**src/rtl/serdesphy_ana_digital_pfd_if.sv**
```systemverilog
// serdesphy_ana_digital_pfd_if
//    Bundles the PFD's control, sampled clock inputs and detector outputs.
//    slave  : PFD side (consumes enable/ref_in/fb_in, drives results)
//    master : PLL control side (drives enable/ref_in/fb_in, observes results)
//
//    enable      synchronous enable; low idles the detector and clears state
//    ref_in      reference clock, asynchronous to clk
//    fb_in       divided feedback clock, asynchronous to clk
//    up_pulse    charge-pump UP
//    down_pulse  charge-pump DOWN
//    phase_err   signed error of the last comparison, + when ref leads
//    err_valid   one-cycle strobe when phase_err updates
//    cycle_slip  one-cycle strobe on a second same-side edge before closure
//    locked      hysteretic lock indication
interface serdesphy_ana_digital_pfd_if #(
   parameter int ERR_W = 8
);
   logic                    enable;
   logic                    ref_in;
   logic                    fb_in;
   logic                    up_pulse;
   logic                    down_pulse;
   logic signed [ERR_W-1:0] phase_err;
   logic                    err_valid;
   logic                    cycle_slip;
   logic                    locked;

   modport slave (
      input  enable, ref_in, fb_in,
      output up_pulse, down_pulse, phase_err, err_valid, cycle_slip, locked
   );

   modport master (
      output enable, ref_in, fb_in,
      input  up_pulse, down_pulse, phase_err, err_valid, cycle_slip, locked
   );
endinterface

```
**src/rtl/serdesphy_ana_digital_pfd.sv**
```systemverilog
// serdesphy_ana_digital_pfd
//    Digital phase-frequency detector with lock detection for the SerDes PLL.
//    ref_in and fb_in are synchronised into clk, rising edges are detected,
//    and a tri-state UP/DN machine measures the edge separation in clk cycles.
//
//    clk    sampling clock, faster than ref/fb
//    rst_n  asynchronous active-low reset
//    pfd    serdesphy_ana_digital_pfd_if.slave (enable, ref_in, fb_in in;
//           up_pulse, down_pulse, phase_err, err_valid, cycle_slip, locked out)
//
//    state | meaning
//    IDLE  | no comparison open
//    UP    | ref edge seen, waiting for fb edge (ref leads)
//    DN    | fb edge seen, waiting for ref edge (fb leads)
module serdesphy_ana_digital_pfd #(
   parameter int SYNC_STAGES = 2,
   parameter int ERR_W       = 8,
   parameter int LOCK_TOL    = 2,
   parameter int LOCK_CNT    = 16,
   parameter int UNLOCK_CNT  = 4
) (
   input logic                         clk,
   input logic                         rst_n,
   serdesphy_ana_digital_pfd_if.slave  pfd
);
   localparam int CNT_MAX = (2 ** (ERR_W - 1)) - 1;
   localparam int TOL_C   = (LOCK_TOL > CNT_MAX) ? CNT_MAX : LOCK_TOL;
   localparam int GW      = $clog2(LOCK_CNT + 1);
   localparam int BW      = $clog2(UNLOCK_CNT + 1);

   localparam logic [ERR_W-2:0] TOL_V    = (ERR_W - 1)'(TOL_C);
   localparam logic [ERR_W-2:0] ONE_V    = (ERR_W - 1)'(1);
   localparam logic [GW-1:0]    GOOD_MAX = GW'(LOCK_CNT);
   localparam logic [BW-1:0]    BAD_MAX  = BW'(UNLOCK_CNT);

   typedef enum logic [1:0] {ST_IDLE, ST_UP, ST_DN} state_t;

   logic [SYNC_STAGES-1:0] ref_sync, fb_sync;
   logic                   ref_hist, fb_hist;
   logic                   e_ref, e_fb;

   state_t                  state, state_nxt;
   logic [ERR_W-2:0]        err_cnt, err_cnt_nxt, err_inc;
   logic                    close, close_neg, slip;
   logic signed [ERR_W-1:0] mag, err_new;
   logic                    good_cmp;

   logic                    up_q, dn_q, err_valid_q, slip_q, locked_q;
   logic signed [ERR_W-1:0] phase_err_q;
   logic [GW-1:0]           good_cnt;
   logic [BW-1:0]           bad_cnt;

   // Synchronisers run regardless of enable so re-enabling never sees a
   // stale level as a fresh edge.
   always_ff @(posedge clk or negedge rst_n) begin
      if (!rst_n) begin
         ref_sync <= '0;
         fb_sync  <= '0;
         ref_hist <= 1'b0;
         fb_hist  <= 1'b0;
      end else begin
         ref_sync <= {ref_sync[SYNC_STAGES-2:0], pfd.ref_in};
         fb_sync  <= {fb_sync[SYNC_STAGES-2:0], pfd.fb_in};
         ref_hist <= ref_sync[SYNC_STAGES-1];
         fb_hist  <= fb_sync[SYNC_STAGES-1];
      end
   end

   assign e_ref = ref_sync[SYNC_STAGES-1] & ~ref_hist;
   assign e_fb  = fb_sync[SYNC_STAGES-1] & ~fb_hist;

   assign err_inc  = (&err_cnt) ? err_cnt : err_cnt + 1'b1;
   assign mag      = {1'b0, err_cnt};
   assign err_new  = close_neg ? -mag : mag;
   assign good_cmp = (err_cnt <= TOL_V);

   always_comb begin
      state_nxt   = state;
      err_cnt_nxt = err_cnt;
      close       = 1'b0;
      close_neg   = 1'b0;
      slip        = 1'b0;
      case (state)
         ST_IDLE: begin
            // err_cnt is 0 here, so a coincident pair closes with zero error
            if (e_ref && e_fb) begin
               close = 1'b1;
            end else if (e_ref) begin
               state_nxt   = ST_UP;
               err_cnt_nxt = ONE_V;
            end else if (e_fb) begin
               state_nxt   = ST_DN;
               err_cnt_nxt = ONE_V;
            end
         end
         ST_UP: begin
            // the closing edge wins over a coincident same-side edge
            if (e_fb) begin
               close       = 1'b1;
               state_nxt   = ST_IDLE;
               err_cnt_nxt = '0;
            end else begin
               err_cnt_nxt = err_inc;
               slip        = e_ref;
            end
         end
         ST_DN: begin
            if (e_ref) begin
               close       = 1'b1;
               close_neg   = 1'b1;
               state_nxt   = ST_IDLE;
               err_cnt_nxt = '0;
            end else begin
               err_cnt_nxt = err_inc;
               slip        = e_fb;
            end
         end
         default: begin
            state_nxt   = ST_IDLE;
            err_cnt_nxt = '0;
         end
      endcase
      if (!pfd.enable) begin
         state_nxt   = ST_IDLE;
         err_cnt_nxt = '0;
         close       = 1'b0;
         close_neg   = 1'b0;
         slip        = 1'b0;
      end
   end

   always_ff @(posedge clk or negedge rst_n) begin
      if (!rst_n) begin
         state       <= ST_IDLE;
         err_cnt     <= '0;
         up_q        <= 1'b0;
         dn_q        <= 1'b0;
         err_valid_q <= 1'b0;
         slip_q      <= 1'b0;
         phase_err_q <= '0;
         good_cnt    <= '0;
         bad_cnt     <= '0;
         locked_q    <= 1'b0;
      end else begin
         state       <= state_nxt;
         err_cnt     <= err_cnt_nxt;
         up_q        <= (state_nxt == ST_UP);
         dn_q        <= (state_nxt == ST_DN);
         err_valid_q <= close;
         slip_q      <= slip;
         if (!pfd.enable) begin
            phase_err_q <= '0;
            good_cnt    <= '0;
            bad_cnt     <= '0;
            locked_q    <= 1'b0;
         end else begin
            if (close) begin
               phase_err_q <= err_new;
            end
            if (close && good_cmp) begin
               good_cnt <= (good_cnt == GOOD_MAX) ? good_cnt : good_cnt + 1'b1;
               bad_cnt  <= '0;
            end else if (close || slip) begin
               bad_cnt  <= (bad_cnt == BAD_MAX) ? bad_cnt : bad_cnt + 1'b1;
               good_cnt <= '0;
            end
            // counters settle on the event edge; lock follows one cycle later
            if (good_cnt == GOOD_MAX) begin
               locked_q <= 1'b1;
            end else if (bad_cnt == BAD_MAX) begin
               locked_q <= 1'b0;
            end
         end
      end
   end

   assign pfd.up_pulse   = up_q;
   assign pfd.down_pulse = dn_q;
   assign pfd.phase_err  = phase_err_q;
   assign pfd.err_valid  = err_valid_q;
   assign pfd.cycle_slip = slip_q;
   assign pfd.locked     = locked_q;
endmodule

```
**src/flat_wrapper.sv**
```systemverilog
// flat-port wrapper written by rule: the top's interface ports become plain ports
module serdesphy_ana_digital_pfd_flat 
#(
   parameter int SYNC_STAGES = 2,
   parameter int ERR_W       = 8,
   parameter int LOCK_TOL    = 2,
   parameter int LOCK_CNT    = 16,
   parameter int UNLOCK_CNT  = 4
)
  (clk, rst_n, pfd_enable, pfd_ref_in, pfd_fb_in, pfd_up_pulse, pfd_down_pulse, pfd_phase_err, pfd_err_valid, pfd_cycle_slip, pfd_locked);
  serdesphy_ana_digital_pfd_if #(.ERR_W(ERR_W)) pfd_i ();
  input logic clk;
  input logic rst_n;
  input wire logic [$bits(pfd_i.enable)-1:0] pfd_enable;
  input wire logic [$bits(pfd_i.ref_in)-1:0] pfd_ref_in;
  input wire logic [$bits(pfd_i.fb_in)-1:0] pfd_fb_in;
  output wire logic [$bits(pfd_i.up_pulse)-1:0] pfd_up_pulse;
  output wire logic [$bits(pfd_i.down_pulse)-1:0] pfd_down_pulse;
  output wire logic [$bits(pfd_i.phase_err)-1:0] pfd_phase_err;
  output wire logic [$bits(pfd_i.err_valid)-1:0] pfd_err_valid;
  output wire logic [$bits(pfd_i.cycle_slip)-1:0] pfd_cycle_slip;
  output wire logic [$bits(pfd_i.locked)-1:0] pfd_locked;
  assign pfd_i.enable = pfd_enable;
  assign pfd_i.ref_in = pfd_ref_in;
  assign pfd_i.fb_in = pfd_fb_in;
  assign pfd_up_pulse = pfd_i.up_pulse;
  assign pfd_down_pulse = pfd_i.down_pulse;
  assign pfd_phase_err = pfd_i.phase_err;
  assign pfd_err_valid = pfd_i.err_valid;
  assign pfd_cycle_slip = pfd_i.cycle_slip;
  assign pfd_locked = pfd_i.locked;
  serdesphy_ana_digital_pfd #(.SYNC_STAGES(SYNC_STAGES), .ERR_W(ERR_W), .LOCK_TOL(LOCK_TOL), .LOCK_CNT(LOCK_CNT), .UNLOCK_CNT(UNLOCK_CNT)) u_core (.clk(clk), .rst_n(rst_n), .pfd(pfd_i));
endmodule
```
**config.mk**
```make
export PLATFORM = sky130hd
export DESIGN_NAME = serdesphy_ana_digital_pfd_flat
export DESIGN_NICKNAME = d
export VERILOG_FILES = /design/src/rtl/serdesphy_ana_digital_pfd_if.sv /design/src/rtl/serdesphy_ana_digital_pfd.sv /design/src/flat_wrapper.sv
export SDC_FILE = /design/constraint.sdc
export NUM_CORES = 1
export LEC_CHECK = 0
export BUFFER_PORTS_ARGS = -buffer_cell sky130_fd_sc_hd__buf_4
export CAP_MARGIN = 20
export CORE_ASPECT_RATIO = 0.5
export CORE_MARGIN = 4
export CORE_UTILIZATION = 55
export DETAILED_ROUTE_END_ITERATION = 16
export PLACE_DENSITY = 0.75
export SLEW_MARGIN = 25
export SYNTH_ARGS = -nofsm -noshare
export SYNTH_HDL_FRONTEND = slang
export SYNTH_SLANG_ARGS = --single-unit
```
**constraint.sdc**
```tcl
create_clock -name clk -period 2.41 [get_ports clk]
set_input_delay 0.1205 -clock clk [delete_from_list [all_inputs] [get_ports clk]]
set_output_delay 0.1205 -clock clk [all_outputs]
set_load 0.005 [all_outputs]
```
==> summary.txt <==
Logic synthesis
  – Share of synthesized flip-flops with an asynchronous set or reset: 1.00
  – Register bit total from synthesis: 36
  – Syn Nets: 204
  – Proportion of synthesized chip area in sequential cells: 0.464
  – Avg Inst Size Synth: 10.3 um^2
  – Prevailing post-synth register cell: dfrtp_1
  – Number of enable-type register cells in the synthesized netlist: 0
  – Post-synthesis cell count: 188
  – Fraction of synthesized cell area taken by the top area cell type: 0.464
  – Library cell occupying the most area in the post-synthesis netlist: dfrtp_1
  – Number of warnings reported in the yosys synthesis log: 0
  – Cell variety after synth: 57
  – Post-synthesis instance area: 1940 um^2
  – Leading cell types by total area after synthesis: dfrtp_1 46%, ha_1 7.1%, o21ai_0 3.6%

Floorplanning
  – Floorplan row count: 14
  – Die span in x: 92.0 um
  – Height of the chip: 50.0 um
  – Total core area: 3190 um^2
  – Effective utilization at floorplan: 0.609
  – I/O pins: 18
  – Die Footprint: 4600 um^2

Worst setup path
  – Data required, critical path: 2.61 ns
  – Crit path kind: reg -> reg
  – CP startpoint kind: flip-flop
  – Combined buffer and inverter count along the critical path: 1
  – Series of cell instances along the critical path: inv_1, ha_1, and3b_2, a221oi_1, o221ai_2, and4b_1, nor3_1
  – Kind of capture point of the worst setup path: flip-flop
  – Crit Path Max Fanout: 7
  – Slowest-stage cell, CP: a221oi_1
  – Peak per-stage delay on the critical path: 0.44 ns
  – Cell family with the largest share of critical-path delay: compound AO/OA/AOI/OAI gates
  – WP data arrival: 2.38 ns

Routing
  – Average vias per placed instance: 5.61
  – Iteration count of the initial detailed-routing pass: 5
  – Initial detailed-routing violation count: 70
  – Post-route DRC: 0
  – Total detailed-routing wirelength: 3650 um
  – Antenna Violating Nets Remaining: 0
  – Vias: 1459
  – Routed wirelength normalized by instance count: 14.1 um

Placed design
  – Post-detailed-placement cell area: 2110 um^2
  – Input/output buffers: 17
  – Post-Place Cells: 250
  – Placed wire-length estimate after detailed placement: 2660 um
  – Routability congestion estimate: 0.824

Min path
  – Classification of the worst-slack hold path: in -> reg

Run status
  – Status: complete, no violations

Global route
  – Met1 layer usage reported by global route: 0.252
  – Global Route Usage Sum: 0.182
  – Grt total ovfl: 0
  – Routing usage on met2: 0.283
  – Maximum number of pins on one net before global-route repair: 37
  – Initial antenna violation count: 0
  – Number of global-route vias before repair: 1381
  – Global-route met3 utilization: 0.0562
  – Busiest metal layer after global routing: met2
  – Global-route wire length before repair: 6670 um

Clock network
  – Clock tree from TritonCTS: yes
  – Num CTS Buffers: 5
  – Later-pin clock latency in the skew report: 0.28 ns
  – CTS Root Buffer Type: clkbuf_8
  – Resized Gates After CTS: 0
  – Clock sinks: 36
  – Total number of H-tree levels: 2
  – Clock buffer depth: 2
  – Register clock-pin slew on the reported worst setup and hold paths: 0.07 ns

Finish
  – Final standard cell count with taps included and fillers excluded: 260
  – Ant. Diodes: 0
  – Synthesis-to-layout area growth: 14.0%
  – Total of fill cells in the finished design: 261
  – Nets@finish: 228
  – Share of post-route cells with drive strength above 1: 0.193
  – Post-route cell area: 2210 um^2

STA
  – Setup_tns: 0 ns
  – Relative slew slack: 0.656
  – Final Skew: 0.00603 ns
  – RSZ-0062 raised after global routing: false
  – Final number of setup-violating endpoints: 0
  – Maximum achievable frequency: 0.457 GHz
  – Minimum period implied by the final worst setup slack: 2.19 ns
  – Final count of pins violating max slew: 0
  – Number of hold-slack violations in the final timing report: 0
  – Slew at the pin with the worst max-slew slack: 0.516 ns
  – Fin crit share: 0.907

Power and ir drop
  – Highest ir drop seen on vdd: 473 uV
  – Cell Pwr Density: 564 nW/um^2
  – Leakage: 0.00103 uW

Run
  – Max_cap viols: 0
==> layout make-up <==
cell class,count,area [um^2],area share
Tap cell,48,60.1,0.0271
Clock buffer,6,72.6,0.0328
Clock inverter,1,5.00,0.00226
Timing Repair Buffer,22,173,0.0780
Multi-Input combinational cell,137,966,0.436
Inverter,10,37.5,0.0169
Sequential cell,36,901,0.407
==> sequential cells by signal, indices dropped and copies added (netlist names) <==
name	cells
u_core.pfd.phase_err	8
u_core.err_cnt	7
u_core.good_cnt	5
u_core.bad_cnt	3
u_core.fb_sync	2
u_core.ref_sync	2
u_core.state	2
u_core.fb_hist	1
u_core.pfd.cycle_slip	1
u_core.pfd.down_pulse	1
u_core.pfd.err_valid	1
u_core.pfd.locked	1
u_core.pfd.up_pulse	1
u_core.ref_hist	1
==> cell usage in the layout (no fill, tap or decap), types with 5 or more instances in the layout <==
master,synthesis,layout
nor3_1,5,5
inv_1,10,10
buf_4,2,19
clkbuf_8,0,5
nand3_1,5,5
o21ai_0,14,14
nor2_1,15,15
dfrtp_1,36,36
a21oi_1,7,7
ha_1,11,11
nand2_1,16,16
xnor2_1,6,6
==> metrics by stage <==
stage,total power (uW),worst slack [ns],util,hold WS (ns)
2_1_floorplan,801,0.469,-,-0.175
3_3_place_gp,858,0.307,0.661,0.103
3_5_place_dp,862,0.204,0.661,0.106
4_1_cts,1260,0.222,0.695,0.125
5_1_grt,1340,0.0335,0.695,0.130
6_report,1250,0.224,0.695,0.127
==> cell families (layout without fill, tap and decap cells) <==
| group | count (synthesis) | count (layout) | synth area share |
|---|---|---|---|
| AO/OA/AOI/OAI | 49 | 49 | 0.187 |
| AND/OR/NAND/NOR | 64 | 64 | 0.178 |
| XOR/XNOR | 9 | 9 | 0.0406 |
| buffers and inverters | 15 | 39 | 0.0387 |
| adder cells (fa/ha/maj) | 12 | 12 | 0.0760 |
| multiplexers | 3 | 3 | 0.0161 |
| flip-flops | 36 | 36 | 0.464 |
==> tightest hold or removal path: stages <==
cell and delay [ns]:
buf_4 0.15, nand2_1 0.06, nor2_1 0.04
==> Yosys cell counts (2+ instances only) <==
cell type  instances
and3_2             2
nand2_1           16
nand4_1            2
o21a_1             2
xor2_1             3
nand3_1            5
a22oi_1            2
buf_4              2
o21ai_0           14
dfrtp_1           36
mux2i_1            2
nor2b_1            2
and3_1             2
inv_1             10
ha_1              11
o211ai_1           3
xnor2_1            6
nor3_1             5
a21oi_1            7
nand2b_1           2
a31oi_1            3
a21o_1             2
nor2_1            15
==> repair_timing <==
item,CTS,global route
endpoints found under the setup margin,0,0
hold endpoints to repair,38,0
setup buffers,0,0
hold buffers,3,0
==> where the power goes <==
part           switching, uW  total, uW  internal, uW
logic                    119        201          82.8
clock network            196        393           196
registers               25.2        654           629
total                    340       1250           908
==> per-layer routing <==
| layer | vias to the layer above | wire, um |
|---|---|---|
| li1 | 725 | - |
| met4 | 0 | 26 |
| met2 | 34 | 1630 |
| met3 | 4 | 182 |
| met5 | - | 0 |
| met1 | 696 | 1810 |
==> path summary, 6_finish.rpt <==
| kind | start | cells past startpoint | to | slack, ns |
|---|---|---|---|---|
| setup / recovery | u_core.state[0] | 7 | u_core.bad_cnt[2] | 0.22 |
| hold / removal | pfd_enable | 3 | u_core.pfd.cycle_slip | 0.13 |
| setup reg to reg | u_core.state[0] | 7 | u_core.bad_cnt[2] | 0.22 |
| hold reg to reg | u_core.ref_sync[0] | 0 | u_core.ref_sync[1] | 0.35 |
| max in group asynchronous | rst_n | 2 | u_core.ref_hist | 1.76 |
| min in group asynchronous | rst_n | 2 | u_core.err_cnt[2] | 0.32 |
Power figures use the tool's default switching activity.
